[src/rtl/seq_mag_compare.sv]
// Digit-serial unsigned magnitude comparator, most-significant digit first,
// with l/e/g cascade inputs for chaining and a start/busy/done handshake.
module seq_mag_compare #(
  parameter int WIDTH      = 8,
  parameter int DIGIT      = 3,
  parameter bit EARLY_EXIT = 1'b1
) (
  input  logic             clk,
  input  logic             rst,
  input  logic             start,
  input  logic [WIDTH-1:0] a,
  input  logic [WIDTH-1:0] b,
  input  logic             l_in,
  input  logic             e_in,
  input  logic             g_in,
  output logic             ready,
  output logic             busy,
  output logic             done,
  output logic             lt,
  output logic             eq,
  output logic             gt
);

  localparam int N     = (WIDTH + DIGIT - 1) / DIGIT;
  localparam int PAD_W = N * DIGIT;
  localparam int IDX_W = (N > 1) ? $clog2(N) : 1;
  localparam logic [IDX_W-1:0] IDX_TOP = IDX_W'(N - 1);

  typedef enum logic [1:0] {IDLE, SCAN, DONE} state_t;

  state_t           state;
  logic [PAD_W-1:0] a_q, b_q;
  logic [2:0]       cas_q;
  logic [IDX_W-1:0] idx;
  logic             found;
  logic             found_gt;

  logic [DIGIT-1:0] a_dig, b_dig;
  logic             diff_now;
  logic             finish_scan;
  logic [2:0]       scan_res;

  // NOTE: every variable driven from always_comb gets a default first, so no
  // path through the block leaves it unassigned and no latch is inferred.
  always_comb begin
    a_dig = '0;
    b_dig = '0;
    for (int i = 0; i < N; i++) begin
      if (idx == IDX_W'(i)) begin
        a_dig = a_q[i*DIGIT +: DIGIT];
        b_dig = b_q[i*DIGIT +: DIGIT];
      end
    end
  end

  assign diff_now    = !found && (a_dig != b_dig);
  assign finish_scan = (idx == '0) || (EARLY_EXIT && diff_now);

  // First recorded difference wins; cascade passes through untouched otherwise.
  always_comb begin
    scan_res = cas_q;
    if (diff_now) begin
      scan_res = (a_dig > b_dig) ? 3'b001 : 3'b100;
    end else if (found) begin
      scan_res = found_gt ? 3'b001 : 3'b100;
    end
  end

  // NOTE: sequential state uses non-blocking assignments so every register
  // samples the pre-edge values, independent of statement order.
  always_ff @(posedge clk) begin
    if (rst) begin
      state    <= IDLE;
      ready    <= 1'b1;
      busy     <= 1'b0;
      done     <= 1'b0;
      lt       <= 1'b0;
      eq       <= 1'b0;
      gt       <= 1'b0;
      a_q      <= '0;
      b_q      <= '0;
      cas_q    <= '0;
      idx      <= '0;
      found    <= 1'b0;
      found_gt <= 1'b0;
    end else begin
      case (state)
        IDLE: begin
          if (start) begin
            a_q      <= PAD_W'(a);
            b_q      <= PAD_W'(b);
            cas_q    <= {l_in, e_in, g_in};
            idx      <= IDX_TOP;
            found    <= 1'b0;
            found_gt <= 1'b0;
            state    <= SCAN;
            ready    <= 1'b0;
            busy     <= 1'b1;
          end
        end
        SCAN: begin
          if (diff_now) begin
            found    <= 1'b1;
            found_gt <= (a_dig > b_dig);
          end
          if (finish_scan) begin
            {lt, eq, gt} <= scan_res;
            state        <= DONE;
            busy         <= 1'b0;
            done         <= 1'b1;
          end else begin
            idx <= idx - IDX_W'(1);
          end
        end
        DONE: begin
          state <= IDLE;
          done  <= 1'b0;
          ready <= 1'b1;
        end
        default: begin
          state <= IDLE;
          ready <= 1'b1;
          busy  <= 1'b0;
          done  <= 1'b0;
        end
      endcase
    end
  end

endmodule

[config.mk]
export PLATFORM = sky130hd
export DESIGN_NAME = seq_mag_compare
export DESIGN_NICKNAME = d
export VERILOG_FILES = /design/src/rtl/seq_mag_compare.sv
export SDC_FILE = /design/constraint.sdc
export NUM_CORES = 1
export LEC_CHECK = 0
export ABC_AREA = 0
export CAP_MARGIN = 20
export CELL_PAD_IN_SITES_DETAIL_PLACEMENT = 0
export CELL_PAD_IN_SITES_GLOBAL_PLACEMENT = 1
export CORE_MARGIN = 3
export CORE_UTILIZATION = 39
export CTS_CLUSTER_DIAMETER = 80
export DETAILED_ROUTE_END_ITERATION = 8
export GPL_TIMING_DRIVEN = 0
export PLACE_DENSITY = 0.88
export RECOVER_POWER = 25
export SLEW_MARGIN = 20
export SYNTH_ARGS = -nofsm -noshare
export SYNTH_HDL_FRONTEND = slang
export SYNTH_SLANG_ARGS = --single-unit
[constraint.sdc]
create_clock -name clk -period 6.45 [get_ports clk]
set_input_delay 1.29 -clock clk [delete_from_list [all_inputs] [get_ports clk]]
set_output_delay 1.29 -clock clk [all_outputs]
set_load 0.01 [all_outputs]
==> impl_metrics.toml, run 1 <==
[worst_setup_path]
worstPathBufferInverterCount = 2
max_stage_delay_ns = 0.52
crit_required_ns = 6.67
critPathMostFrequentCell = "a21oi_1"
worstPathArrival_ns = 2.82
crit_chain = "inv_1, ha_1, clkbuf_1, nand3b_1, a21oi_1, a21oi_1, ha_1, a31oi_1, o21ai_0, a21oi_1, o31a_2"
critPathTopFamily = "compound AO/OA/AOI/OAI gates"
end_kind = "register"
crit_slowest_cell = "o21ai_0"
critical_path_class = "register to register"
start_kind = "register"
crit_path_max_fanout = 10

[job]
drv_cap = 0

[pwr]
design_power_total_uw = 466
p_per_area_mw_per_mm2 = 261
ir_worst_vdd_mv = 0.133
total_leakage_power_uw = 0.000666

[floorplan]
die_h_um = 65.6
rows = 21
fp.dieW_um = 65.6
fp.coreArea_mm2 = 0.00339
dieArea_mm2 = 0.00430
initial_utilization = 0.408
io_pins = 28

[cts]
clk_latency_ns = 0.33
cts.sinks = 31
cts_tree = "built"
post-cts-setup-buffer-count = 0
clk_pin_slew_ns = 0.10
ctsHoldBuffers = 0
ctsResizeCount = 0
cts_inserted_buffers = 5
htree_levels = 2
clockBufferDepth = 2
root_buffer = "clkbuf_4"

[synth]
synth_edf_count = 0
ys_seq_elements = 31
syn_area_per_cell_um2 = 7.73
synth_top_area_cell = "dfxtp_1"
synth_area_mm2 = 0.00138
synth_commonest_cells = "nand2_1, a21oi_1, dfxtp_1, nor2_1"
yosysTopAreaCellShare = 0.448
ys_top_cells_by_area = "dfxtp_1, nand2_1, a21oi_1"
postSynth.asyncResetShare = 0
ys_types = 28
ys.flop_type = "dfxtp_1"
seq_area_frac_synth = 0.448
syn-num-nets = 207
yosysMostFrequentCell = "nand2_1"
synthCells = 179
ys_warn_count = 0

[drt]
viasPerCell = 5.05
vias = 1308
wl_um = 3190
postRouteAntennaNets = 0
firstDrtPassIters = 4
drc = 0
wire_per_inst_um = 12.3
drtIter0Drc = 37

[grt]
grt_use_total = 0.160
grt_pass1_wl_um = 5220
overflow = 0
antenna_found_initial = 0
grt_max_degree = 11
grt_pass1_vias = 1203

[sta]
period_share = 0.403
fin_crit_ns = 2.60
tns_ns = 0
worstMarginPinSlew_ns = 0.605
skew_ns = 0.00680
setup_viol = 0
worst_slack_ns = 3.85
slew_headroom = 0.592
maxSlewViolCount = 0
rsz0062_at_grt = "false"
hold_viol = 0
max_freq_ghz = 0.385

[layout]
layout-drive-gt1-share = 0.0751
finalNetCount = 240
syn_to_final_growth_pct = 29.1
antenna_cells = 0
final_cells = 259

[min_path]
hold_class = "register to register"

[placement]
dp_cells = 251
post-place-ws_ns = 3.77
place_congestion = 0.864
port_buffers = 26
place_hpwl_um = 2380

[status]
status = "completed"
-- cell type report --
cell class,count,area (um2)
clock inverters,2,35.0
fillers,330,1600
flip-flops and latches,31,621
plain buffers,12,50.0
repair buffers,26,260
clock buffers,6,51.3
well taps,46,57.6
inverters,3,11.3
multi-input cells,133,701
-- cells by family after synthesis --
| kind of cell | Yosys count | share of synthesized area |
|---|---|---|
| AO/OA/AOI/OAI | 46 | 0.188 |
| flip-flops | 31 | 0.448 |
| adder cells (fa/ha/maj) | 6 | 0.0542 |
| AND/OR/NAND/NOR | 81 | 0.264 |
| buffers and inverters | 15 | 0.0452 |
-- metrics by stage --
step | cell area [um2] | util | hold WS (ns)
6_report | 1790 | 0.527 | 0.462
5_1_grt | 1790 | 0.527 | 0.479
4_1_cts | 1790 | 0.528 | 0.465
3_5_place_dp | 1700 | 0.502 | 0.449
3_3_place_gp | 1700 | 0.502 | 0.445
2_1_floorplan | 1380 | - | 0.432
-- path summary, 6_finish.rpt --
kind	startpoint	to	slack (ns)	cells after the start
max	idx[1]	gt	3.85	11
min	a_q[3]	a_q[3]	0.46	2
max reg2reg	idx[1]	gt	3.85	11
min reg2reg	a_q[3]	a_q[3]	0.46	2
-- metal layers --
layer	wire length, um	global-route usage	vias to the layer above
met2	1480	0.263	36
li1	-	-	669
met3	152	0.0479	8
met5	0	0	-
met4	74	0.0803	0
met1	1480	0.187	595
-- placed cells by master, fill, tap and decap left out, types with 2 or more instances in the layout --
cell / count
clkbuf_1: 7
inv_1: 3
clkbuf_4: 5
nor3_1: 2
dfxtp_1: 31
nand2_1: 52
nand3b_1: 4
nand2b_1: 4
ha_1: 6
nor2_1: 10
nor3b_1: 2
nand3_1: 3
buf_2: 4
clkdlybuf4s50_1: 25
o21ai_0: 5
a21oi_1: 32
-- where the power goes --
part	internal, uW	switching [uW]	leakage, uW
registers	206	9.69	0.000254
logic	43.6	51.2	0.000364
clock network	91.6	64.3	0.0000482
-- flip-flops by register name, indices dropped and copies added (netlist names), 2 cells and up --
signal  flops
a_q         8
b_q         8
cas_q       3
idx         2
state       2
-- tightest hold or removal path, delay by kind of cell (launching register included) --
| kind | cells | cell delay (ns) |
|---|---|---|
| DFF | 1 | 0.32 |
| and+or+nand+nor | 1 | 0.05 |
| AOI/OAI and AO/OA | 1 | 0.05 |
(Power assumes the default switching activity.)
==> run 2, diff against run 1 <==
--- a/config.mk
+++ b/config.mk
@@ -10,11 +10,11 @@
 export CELL_PAD_IN_SITES_DETAIL_PLACEMENT = 0
 export CELL_PAD_IN_SITES_GLOBAL_PLACEMENT = 1
 export CORE_MARGIN = 3
-export CORE_UTILIZATION = 39
+export CORE_UTILIZATION = 36
 export CTS_CLUSTER_DIAMETER = 80
 export DETAILED_ROUTE_END_ITERATION = 8
 export GPL_TIMING_DRIVEN = 0
-export PLACE_DENSITY = 0.88
+export PLACE_DENSITY = 0.82
 export RECOVER_POWER = 25
 export SLEW_MARGIN = 20
 export SYNTH_ARGS = -nofsm -noshare
==> constraint.sdc (replaced) <==
create_clock -name clk -period 2.47 [get_ports clk]
set_input_delay 0.494 -clock clk [delete_from_list [all_inputs] [get_ports clk]]
set_output_delay 0.494 -clock clk [all_outputs]
set_load 0.01 [all_outputs]
==> run 2 against run 1 <==
  * Non-clock buffer count grew 2
  * Cell count grew 0.77%
  * Largest power group unchanged
  * Largest cell class unchanged
  * Die area grew 7.6%
==> impl_metrics.toml, run 2 (same netlist as run 1, synthesis figures left out) <==
[pwr]
design_power_total_uw = 1400
ir_worst_vdd_mv = 0.399
p_per_area_mw_per_mm2 = 719
total_leakage_power_uw = 0.000718

[drt]
firstDrtPassIters = 4
wire_per_inst_um = 13.4
wl_um = 3490
viasPerCell = 5.02
drtIter0Drc = 58
vias = 1310
drc = 0
postRouteAntennaNets = 0

[min_path]
min_from = "cas_q[0]"
hold_class = "register to register"

[cts]
clk_pin_slew_ns = 0.07
cts.sinks = 31
clockBufferDepth = 2
root_buffer = "clkbuf_8"
htree_levels = 2
cts_tree = "built"
clk_latency_ns = 0.29
cts_inserted_buffers = 5

[worst_setup_path]
critPathLaunch = "idx[0]"
r2r-start = "idx[0]"
end_kind = "register"
critical_path_class = "register to register"
endpoint = "gt"
rr_endpoint = "gt"
r2r_cells = 12
start_kind = "register"
crit_required_ns = 2.65
crit_path_max_fanout = 10
worstPathArrival_ns = 2.57
r2r_slack_ns = 0.08

[sta]
maxSlewViolCount = 0
fin_crit_ns = 2.39
slew_headroom = 0.643
hold_viol = 0
worst_slack_ns = 0.0787
worstMarginPinSlew_ns = 0.536
tns_ns = 0
period_share = 0.968
max_freq_ghz = 0.418
skew_ns = 0.00619
setup_viol = 0

[layout]
syn_to_final_growth_pct = 40.5
reg_top3 = "a_q x8, b_q x8, cas_q x3"
finalInstanceArea_mm2 = 0.00194
antenna_cells = 0
layout-drive-gt1-share = 0.153
finalNetCount = 242
final_common_cell = "nand2_1"
final_cell_mix = "nand2_1, a21oi_1, dfxtp_1, clkdlybuf4s50_1, nor2_1"

[placement]
port_buffers = 26
place_hpwl_um = 2410
placed_area_mm2 = 0.00170
place_congestion = 0.841
post-place-ws_ns = -0.146

[floorplan]
rows = 21
die_h_um = 68
fp.coreArea_mm2 = 0.00352
initial_utilization = 0.393
fp.dieW_um = 68
dieArea_mm2 = 0.00462
io_pins = 28

[grt]
overflow = 0
grt_use_total = 0.165
grt_max_degree = 11
grt_pass1_vias = 1203
grt_pass1_wl_um = 5420
antenna_found_initial = 0

[job]
drv_cap = 0

[status]
status = "completed"
==> run 2: metal layers <==
| metal | GRT usage | part of all wire | vias to the layer above |
|---|---|---|---|
| met5 | 0 | 0 | - |
| met4 | 0.0769 | 0.019 | 0 |
| met3 | 0.0690 | 0.054 | 8 |
| met2 | 0.248 | 0.45 | 26 |
| met1 | 0.202 | 0.48 | 604 |
| li1 | - | - | 672 |
==> run 2: stage by stage <==
stage | hold slack (ns) | utilization | std cells
5_1_grt | 0.476 | 0.552 | 261
6_report | 0.459 | 0.552 | 261
3_5_place_dp | 0.451 | 0.483 | 251
2_1_floorplan | 0.432 | - | 179
4_1_cts | 0.460 | 0.523 | 259
3_3_place_gp | 0.445 | 0.483 | 251
==> run 2: worst max-delay path: stages (launching register included) <==
cell	delay, ns
dfxtp_4	0.37
inv_1	0.06
ha_1	0.20
buf_6	0.14
nand2_1	0.06
nor2_1	0.04
a21oi_1	0.10
o21ai_0	0.10
ha_1	0.39
nand3_4	0.13
nand2b_1	0.06
o221a_2	0.31
o31a_2	0.32
==> run 2: worst min-delay path by stage <==
stage               end  cells after the start
2_1_floorplan  cas_q[0]                      2
3_3_place_gp   cas_q[1]                      2
3_5_place_dp     b_q[7]                      2
4_1_cts          b_q[7]                      2
5_1_grt        cas_q[2]                      2
6_report       cas_q[0]                      2
==> run 2: repair_timing <==
item,CTS,global route
cloned,0,0
endpoints found under the setup margin,5,7
hold buffers,0,0
pin swaps,1,7
buffers inserted,0,3
resized for setup,7,25
==> run 2: layout make-up <==
| cell class | count | area [um2] |
|---|---|---|
| timing repair buffer | 29 | 283 |
| multi-input combinational | 133 | 785 |
| sequential | 31 | 626 |
| fill | 343 | 1580 |
| inverter | 3 | 11.3 |
| clock inverter | 2 | 35.0 |
| clock buffer | 6 | 82.6 |
| tap | 46 | 57.6 |
| buffer | 11 | 65.1 |
==> run 2: where the power goes <==
part / internal [uW] / switching (uW)
Clock: 326 / 191
Sequential: 539 / 26.4
Combinational: 154 / 160
